File: src/rtl/stream_minmax_pkg.sv
// stream_minmax_pkg: shared state encoding and default widths for stream_minmax.
package stream_minmax_pkg;
    localparam int DEF_WIDTH = 32;
    localparam int DEF_CNT_W = 16;
    typedef enum logic [1:0] {IDLE, ACCUM, REPORT} state_t;
endpackage

File: src/rtl/stream_minmax_mag_cmp.sv
// mag_cmp: combinational unsigned magnitude comparator of i_a against i_b.
module mag_cmp
    import stream_minmax_pkg::*;
#(
    parameter int WIDTH = DEF_WIDTH
) (
    input  logic [WIDTH-1:0] i_a,
    input  logic [WIDTH-1:0] i_b,
    output logic             o_gt,
    output logic             o_eq,
    output logic             o_lt
);
    assign o_gt = i_a > i_b;
    assign o_eq = i_a == i_b;
    assign o_lt = i_a < i_b;
endmodule

File: src/rtl/stream_minmax.sv
// stream_minmax: per-frame max/min/count/all-equal reducer; STREAM_MINMAX_INDEX_EN adds first-occurrence beat indices.
module stream_minmax
    import stream_minmax_pkg::*;
#(
    parameter int WIDTH = DEF_WIDTH,
    parameter int CNT_W = DEF_CNT_W
) (
    input  logic             clk,
    input  logic             rst_n,
    input  logic             in_valid,
    output logic             in_ready,
    input  logic [WIDTH-1:0] in_data,
    input  logic             in_last,
    output logic             out_valid,
    input  logic             out_ready,
    output logic [WIDTH-1:0] out_max,
    output logic [WIDTH-1:0] out_min,
    output logic [CNT_W-1:0] out_count,
    output logic             out_all_eq
`ifdef STREAM_MINMAX_INDEX_EN
    ,
    output logic [CNT_W-1:0] out_max_idx,
    output logic [CNT_W-1:0] out_min_idx
`endif
);
    state_t           r_state;
    state_t           w_state_nxt;
    logic             r_alive;
    logic [WIDTH-1:0] r_max;
    logic [WIDTH-1:0] r_min;
    logic [CNT_W-1:0] r_cnt;
    logic             r_eq;
    logic [WIDTH-1:0] r_out_max;
    logic [WIDTH-1:0] r_out_min;
    logic [CNT_W-1:0] r_out_cnt;
    logic             r_out_eq;
    logic             w_beat;
    logic             w_first;
    logic             w_gt_max;
    logic             w_eq_max;
    logic             w_lt_max;
    logic             w_gt_min;
    logic             w_eq_min;
    logic             w_lt_min;
    logic             w_unused;
    logic [WIDTH-1:0] w_max_nxt;
    logic [WIDTH-1:0] w_min_nxt;
    logic [CNT_W-1:0] w_cnt_nxt;
    logic             w_eq_nxt;

    mag_cmp #(.WIDTH(WIDTH)) u_cmp_max (
        .i_a  (in_data),
        .i_b  (r_max),
        .o_gt (w_gt_max),
        .o_eq (w_eq_max),
        .o_lt (w_lt_max)
    );

    mag_cmp #(.WIDTH(WIDTH)) u_cmp_min (
        .i_a  (in_data),
        .i_b  (r_min),
        .o_gt (w_gt_min),
        .o_eq (w_eq_min),
        .o_lt (w_lt_min)
    );

    assign w_unused  = w_lt_max | w_gt_min;
    // r_alive keeps in_ready low until the first edge after reset release
    assign in_ready  = r_alive & (r_state != REPORT);
    assign out_valid = r_state == REPORT;
    assign w_beat    = in_valid & in_ready;
    assign w_first   = r_state == IDLE;
    assign w_max_nxt = (w_first | w_gt_max) ? in_data : r_max;
    assign w_min_nxt = (w_first | w_lt_min) ? in_data : r_min;
    assign w_cnt_nxt = w_first ? CNT_W'(1) : (&r_cnt ? r_cnt : r_cnt + 1'b1);
    assign w_eq_nxt  = w_first | (r_eq & w_eq_max & w_eq_min);
    assign out_max    = r_out_max;
    assign out_min    = r_out_min;
    assign out_count  = r_out_cnt;
    assign out_all_eq = r_out_eq;

    always_comb begin
        w_state_nxt = r_state;
        if (r_state == REPORT)
            w_state_nxt = out_ready ? IDLE : REPORT;
        else if (w_beat)
            w_state_nxt = in_last ? REPORT : ACCUM;
    end

    always_ff @(posedge clk or negedge rst_n) begin
        if (!rst_n) begin
            r_state   <= IDLE;
            r_alive   <= 1'b0;
            r_max     <= '0;
            r_min     <= '0;
            r_cnt     <= '0;
            r_eq      <= 1'b0;
            r_out_max <= '0;
            r_out_min <= '0;
            r_out_cnt <= '0;
            r_out_eq  <= 1'b0;
        end else begin
            r_state <= w_state_nxt;
            r_alive <= 1'b1;
            if (w_beat) begin
                r_max <= w_max_nxt;
                r_min <= w_min_nxt;
                r_cnt <= w_cnt_nxt;
                r_eq  <= w_eq_nxt;
            end
            if (w_beat && in_last) begin
                r_out_max <= w_max_nxt;
                r_out_min <= w_min_nxt;
                r_out_cnt <= w_cnt_nxt;
                r_out_eq  <= w_eq_nxt;
            end
        end
    end

`ifdef STREAM_MINMAX_INDEX_EN
    logic [CNT_W-1:0] r_max_idx;
    logic [CNT_W-1:0] r_min_idx;
    logic [CNT_W-1:0] r_out_max_idx;
    logic [CNT_W-1:0] r_out_min_idx;
    logic [CNT_W-1:0] w_max_idx_nxt;
    logic [CNT_W-1:0] w_min_idx_nxt;

    // r_cnt is the zero-based position of the current beat and already saturates
    assign w_max_idx_nxt = w_first ? '0 : (w_gt_max ? r_cnt : r_max_idx);
    assign w_min_idx_nxt = w_first ? '0 : (w_lt_min ? r_cnt : r_min_idx);
    assign out_max_idx   = r_out_max_idx;
    assign out_min_idx   = r_out_min_idx;

    always_ff @(posedge clk or negedge rst_n) begin
        if (!rst_n) begin
            r_max_idx     <= '0;
            r_min_idx     <= '0;
            r_out_max_idx <= '0;
            r_out_min_idx <= '0;
        end else begin
            if (w_beat) begin
                r_max_idx <= w_max_idx_nxt;
                r_min_idx <= w_min_idx_nxt;
            end
            if (w_beat && in_last) begin
                r_out_max_idx <= w_max_idx_nxt;
                r_out_min_idx <= w_min_idx_nxt;
            end
        end
    end
`endif
endmodule

File: config.mk
export PLATFORM = sky130hd
export DESIGN_NAME = stream_minmax
export DESIGN_NICKNAME = d
export VERILOG_FILES = /design/src/rtl/stream_minmax_pkg.sv /design/src/rtl/stream_minmax_mag_cmp.sv /design/src/rtl/stream_minmax.sv
export SDC_FILE = /design/constraint.sdc
export NUM_CORES = 1
export LEC_CHECK = 0
export ABC_AREA = 1
export BUFFER_PORTS_ARGS = -buffer_cell sky130_fd_sc_hd__buf_4
export CAP_MARGIN = 10
export CORE_MARGIN = 5
export CORE_UTILIZATION = 54
export DETAILED_ROUTE_END_ITERATION = 6
export PLACE_DENSITY = 0.84
export SETUP_SLACK_MARGIN = 0.3
export SYNTH_ARGS = -nofsm -noshare
export SYNTH_HDL_FRONTEND = slang
export SYNTH_SLANG_ARGS = --single-unit
File: constraint.sdc
create_clock -name clk -period 2.6 [get_ports clk]
set_clock_uncertainty 0.05 [all_clocks]
set_input_delay 0.52 -clock clk [delete_from_list [all_inputs] [get_ports clk]]
set_output_delay 0.52 -clock clk [all_outputs]
set_load 0.05 [all_outputs]
# [Yosys cells after proc, flatten, opt, wreduce, memory -nomap -nowiden]
# Index checks and enable logic that the tools add are counted.
[totals] ff_bits=165 input_bits=37 output_inout_bits=83
[op_classes] addsub=1 n_lt_le_gt_ge=2 n_eq_ne=4 muxes=8 bitwise_logic=7 reduce_logical=4
[ops] op="$eq 32x32->1" count=2
[ops] op="$mux 32" count=2
[ops] op="$gt 32x32->1" count=1
[ops] op="$lt 32x32->1" count=1
[ops] op="$mux 16" count=2
[ops] op="$add 16x1->16 const B" count=1
[ops] op="$reduce_and 16->1" count=1
[ops] op="$mux 2" count=4
[ops] op="$and 1x1->1" count=4
[ops] op="$or 1x1->1" count=3
[ops] op="$eq 2x2->1 const B" count=1
[ops] op="$logic_not 2->1" count=1
[ops] op="$ne 2x2->1 const B" count=1
[ops] op="$reduce_bool 2->1" count=1
[ops] op="$logic_and 1x1->1" count=1

# [Longest topological paths before layout]
[depth] ltp_word=5 ltp_mapped=19 ltp_nobuf=18

# [Modules after synthesis]
# A second synthesis with hierarchy kept.
[unflattened] hier_cells=1232 area_unflattened_um2=9559.2
[by_module_without_submodules] mod="stream_minmax" instances=1 cells_per_inst=952 area_per_inst_um2=7787.5 seq_area_each_um2=4129.0
[by_module_without_submodules] mod="mag_cmp" instances=2 cells_per_inst=140 area_per_inst_um2=885.8 seq_area_each_um2=0.0

# [Worst setup path before layout]
# OpenSTA, ideal clock, no wires.
[synth_timing] path_type="reg2reg" start="reg r_state[0]" end="reg r_out_cnt[11] (netlist: out_count[11])" setup_ns=0.118 arrival_ns=2.005 slack_ns=0.427 path_stages_with_launch=11 period_less_slack_ns=2.173 path_cell_list="dfrtp_1 nor2_2 nor2_2 nand2_2 inv_2 nand2_1 buf_2 inv_2 buf_2 nand3_1 nand2_1"
[synth_between] elab_chain_cells=4 elab_cells_between_ends=6
[synth_lines] element="from (decl)" line="stream_minmax.sv:26" rtl="state_t r_state;"
[synth_lines] element="from (signal assigned)" line="stream_minmax.sv:103" rtl="r_state <= w_state_nxt;"
[synth_lines] element="$ne 2x2->1" line="stream_minmax.sv:69" rtl="assign in_ready = r_alive & (r_state != REPORT);"
[synth_lines] element="$and 1x1->1" line="stream_minmax.sv:69"
[synth_lines] element="named net in_ready" line="stream_minmax.sv:11" rtl="output logic in_ready,"
[synth_lines] element="$and 1x1->1" line="stream_minmax.sv:71" rtl="assign w_beat = in_valid & in_ready;"
[synth_lines] element="$logic_and 1x1->1" line="stream_minmax.sv:111" rtl="if (w_beat && in_last) begin"
[synth_lines] element="to (signal assigned)" line="stream_minmax.sv:114" rtl="r_out_cnt <= w_cnt_nxt;"
[synth_lines] element="to (decl)" line="stream_minmax.sv:35" rtl="logic [CNT_W-1:0] r_out_cnt;"
# The timed path passes the listed nets, and every way through them passes these cells.
# A chain may end at the register's enable or synchronous reset.

# [Final worst setup path]
[layout_timing] start="reg r_min[28]" end="reg r_min[18]"
[layout_between] elab_chain_cells=3
[layout_lines] element="from (decl)" line="stream_minmax.sv:30" rtl="logic [WIDTH-1:0] r_min;"
[layout_lines] element="from (signal assigned)" line="stream_minmax.sv:107" rtl="r_min <= w_min_nxt;"
[layout_lines] element="$lt 32x32->1" line="stream_minmax_mag_cmp.sv:15" rtl="assign o_lt = i_a < i_b;"
[layout_lines] element="$or 1x1->1" line="stream_minmax.sv:74" rtl="assign w_min_nxt = (w_first | w_lt_min) ? in_data : r_min;"
[layout_lines] element="$mux 32" line="stream_minmax.sv:74"
# No other way between the ends.

==> out/results.ini <==
[cts]
clock_path_buffers=2
clock-sinks=165
clk_latency_ns=0.44
cts-buffers-inserted=17
h-tree-depth=4
cts.clk_slew.worst_paths_ns=0.07
cts_root_buf=clkbuf_16
cts_tree=done

[floorplan]
die_x_um=140.8
dieArea_um2=19810
start_util=0.5529
rows=47
core_area_um2=16700
ios=120
die_height_um=140.8

[timing]
report.final.slew_viol_count=0
max-slew-margin-rel=0.3327
rsz0062_at_grt=yes
fmax_mhz=443.0
tightest_slew_ns=1.001
tns_ns=0
hold_viol_final=0
min_period_ns=2.258
holdWs_ns=0.2219
setup_violations=0
post-route-period-util=0.8683

[drt]
drt_first_pass_iters=7
wl_per_cell_um=16.14
ant_nets=0
wl_um=25130
drtIter0Drc=711
vias=8618
drc=6
routed_via_density=5.535

[place]
port_buffers=119
gp_congestion=0.8755
hpwl_um=16330

[yosys]
synth_area_um2=9234
syn_nets=1322
synth_top_area_cell=dfrtp_1
syn_area_per_cell_um2=7.569
ys_warn_count=0
synth_cells=1220
ys_seq_area_frac=0.4472
synth_seq_cells=165
ys_types=31
synth.area.top_cells=dfrtp_1 45%, nand2_1 18%, nand3_1 11%
synthArstFlopShare=1.000
synth_top_area_share=0.4472
synth_edf_count=0
ys.flop_type=dfrtp_1

[finish]
antenna_cells=0
syn_to_final_growth_pct=21.25
drive_gt1_frac=0.1616
nets=1426

[grt]
grt_max_degree=92
grt_pass1_wl_um=41750
grt_pass1_vias=8633
grt.total_usage=0.2564
grt_remaining_overflow=0
antenna_found_initial=0

[power_and_ir_drop]
p_seq_frac=0.283
clkPwrFrac=0.180
cell_internal_pwr_w=0.007735
swShare=0.4877
power.switching_w=0.007365
ir_worst_vdd_uv=754.4
p_comb_frac=0.538
p_per_area_nw_per_um2=1349
p_leak_nw=6.114

[status]
violations=design-rule violations
status=finished, violations left

[setup_path]
crit_family=simple AND/OR/NAND/NOR gates
cp.required_ns=2.93
cp_max_fo=12
crit_path_end_kind=register
cp.arrival_ns=2.58
crit_chain=inv_1, ha_1, nand2_2, nor2_4, nand3_4, nor4_4, nand2_1, nand2_4, nand2_4, buf_8, nand2_1, nand3_1, nand2_1
crit_type=reg -> reg
cpMaxStageDelayCell=dfrtp_1
slowest_delay_ns=0.37
crit_top_cell=nand2_1
critPathLaunchType=register
cp.buffers_inverters=2

[hold_path]
hp-class=in -> reg

[flow_run]
drv_cap=0

Yosys cell counts (2+ instances only):
master / number
inv_1: 128
o21ai_1: 8
o21ai_0: 32
ha_1: 65
o21a_1: 4
nor2_2: 4
nor3_2: 2
nand4_1: 6
nor2_1: 29
o21bai_1: 2
buf_2: 29
buf_6: 4
buf_1: 6
dfrtp_1: 165
nor3_1: 2
nand2_2: 5
clkbuf_1: 16
o211ai_1: 3
nand2_4: 2
o21ai_2: 2
a21oi_1: 35
nand3_1: 207
nand2_1: 449
nand3_2: 3
inv_2: 6
layout by cell type, fill, tap and decap left out, drive strengths merged:
cell type and instances:
a21o 1, nand2 456, o21a 4, a22oi 1, clkinvlp 2, nor4 1, nand3 210, dlygate4sd3 1
ha 65, clkbuf 20, clkinv 2, inv 141, buf 137, nor2 33, bufinv 3, a21oi 36
o211ai 3, o21ai 42, xnor2 1, dfrtp 165, o21bai 2, nand4 6, conb 1, nor3 4
power by group through the flow:
stage	sequential, W	clock [W]	combinational [W]
detailed placement	0.00425	0	0.00774
finish	0.00427	0.00272	0.00812
CTS	0.00425	0.00274	0.00779
global route	0.00440	0.00284	0.00888
floorplan	0.00590	0	0.00371
global placement	0.00424	0	0.00751
kinds of logic after synthesis:
logic type,share of synthesized area
compound gates,0.05244
simple gates,0.3270
xor+xnor,0.0009487
fa+ha+maj,0.08808
flops,0.4472
other cells,0.0004061
buf+inv,0.08401
area by class of cell:
type / count / area (um2)
inverter: 134 / 503.0
tap: 220 / 275.3
fill: 1348 / 5505
sequential: 165 / 4129
clock buffer: 18 / 439.2
multi-input combinational: 866 / 4448
clock inverter: 14 / 188.9
timing repair buffer: 140 / 1212
state kept, by name, summed over array words and instances (netlist names):
signal / cells
out_max: 32
r_alive: 1
out_count: 16
r_max: 32
r_state: 2
out_all_eq: 1
r_cnt: 16
r_min: 32
out_min: 32
r_eq: 1
timing repair:
action / CTS / global route
pin swaps: 0 / 6
setup endpoints to repair: 3 / 136
gates cloned: 0 / 2
resized for setup: 1 / 25
hold buffers: 1 / 0
hold endpoints to repair: 44 / 0
setup buffers: 0 / 1
metrics by stage:
step | utilization | total power, W | std cells | setup WS, ns | cell area (um2)
floorplan | - | 0.009614 | 1220 | 0.4266 | 9234
global placement | 0.6216 | 0.01175 | 1521 | 0.1357 | 10380
detailed placement | 0.6216 | 0.01199 | 1521 | 0.06207 | 10380
CTS | 0.6600 | 0.01478 | 1554 | 0.3123 | 11020
global route | 0.6704 | 0.01613 | 1557 | 0.2077 | 11200
finish | 0.6704 | 0.01510 | 1557 | 0.3425 | 11200
per-layer routing:
| metal | up-vias | global-route usage | wire length, um |
|---|---|---|---|
| met5 | - | 0 | 0 |
| met4 | 0 | 0.09587 | 607 |
| met3 | 64 | 0.04335 | 1862 |
| met2 | 378 | 0.4143 | 11810 |
| met1 | 4074 | 0.3490 | 10850 |
| li1 | 4102 | - | - |
path summary, 6_finish.rpt:
kind | start | to | slack [ns] | cells past startpoint
max | r_min[28] | r_min[18] | 0.34 | 13
min | out_ready | r_state[1] | 0.22 | 2
max reg2reg | r_min[28] | r_min[18] | 0.34 | 13
min reg2reg | r_max[7] | r_max[7] | 0.43 | 2
max in group asynchronous | rst_n | r_max[19] | 1.26 | 3
min in group asynchronous | rst_n | out_count[14] | 0.53 | 2
Note: power is estimated with default switching activity, not from simulation.
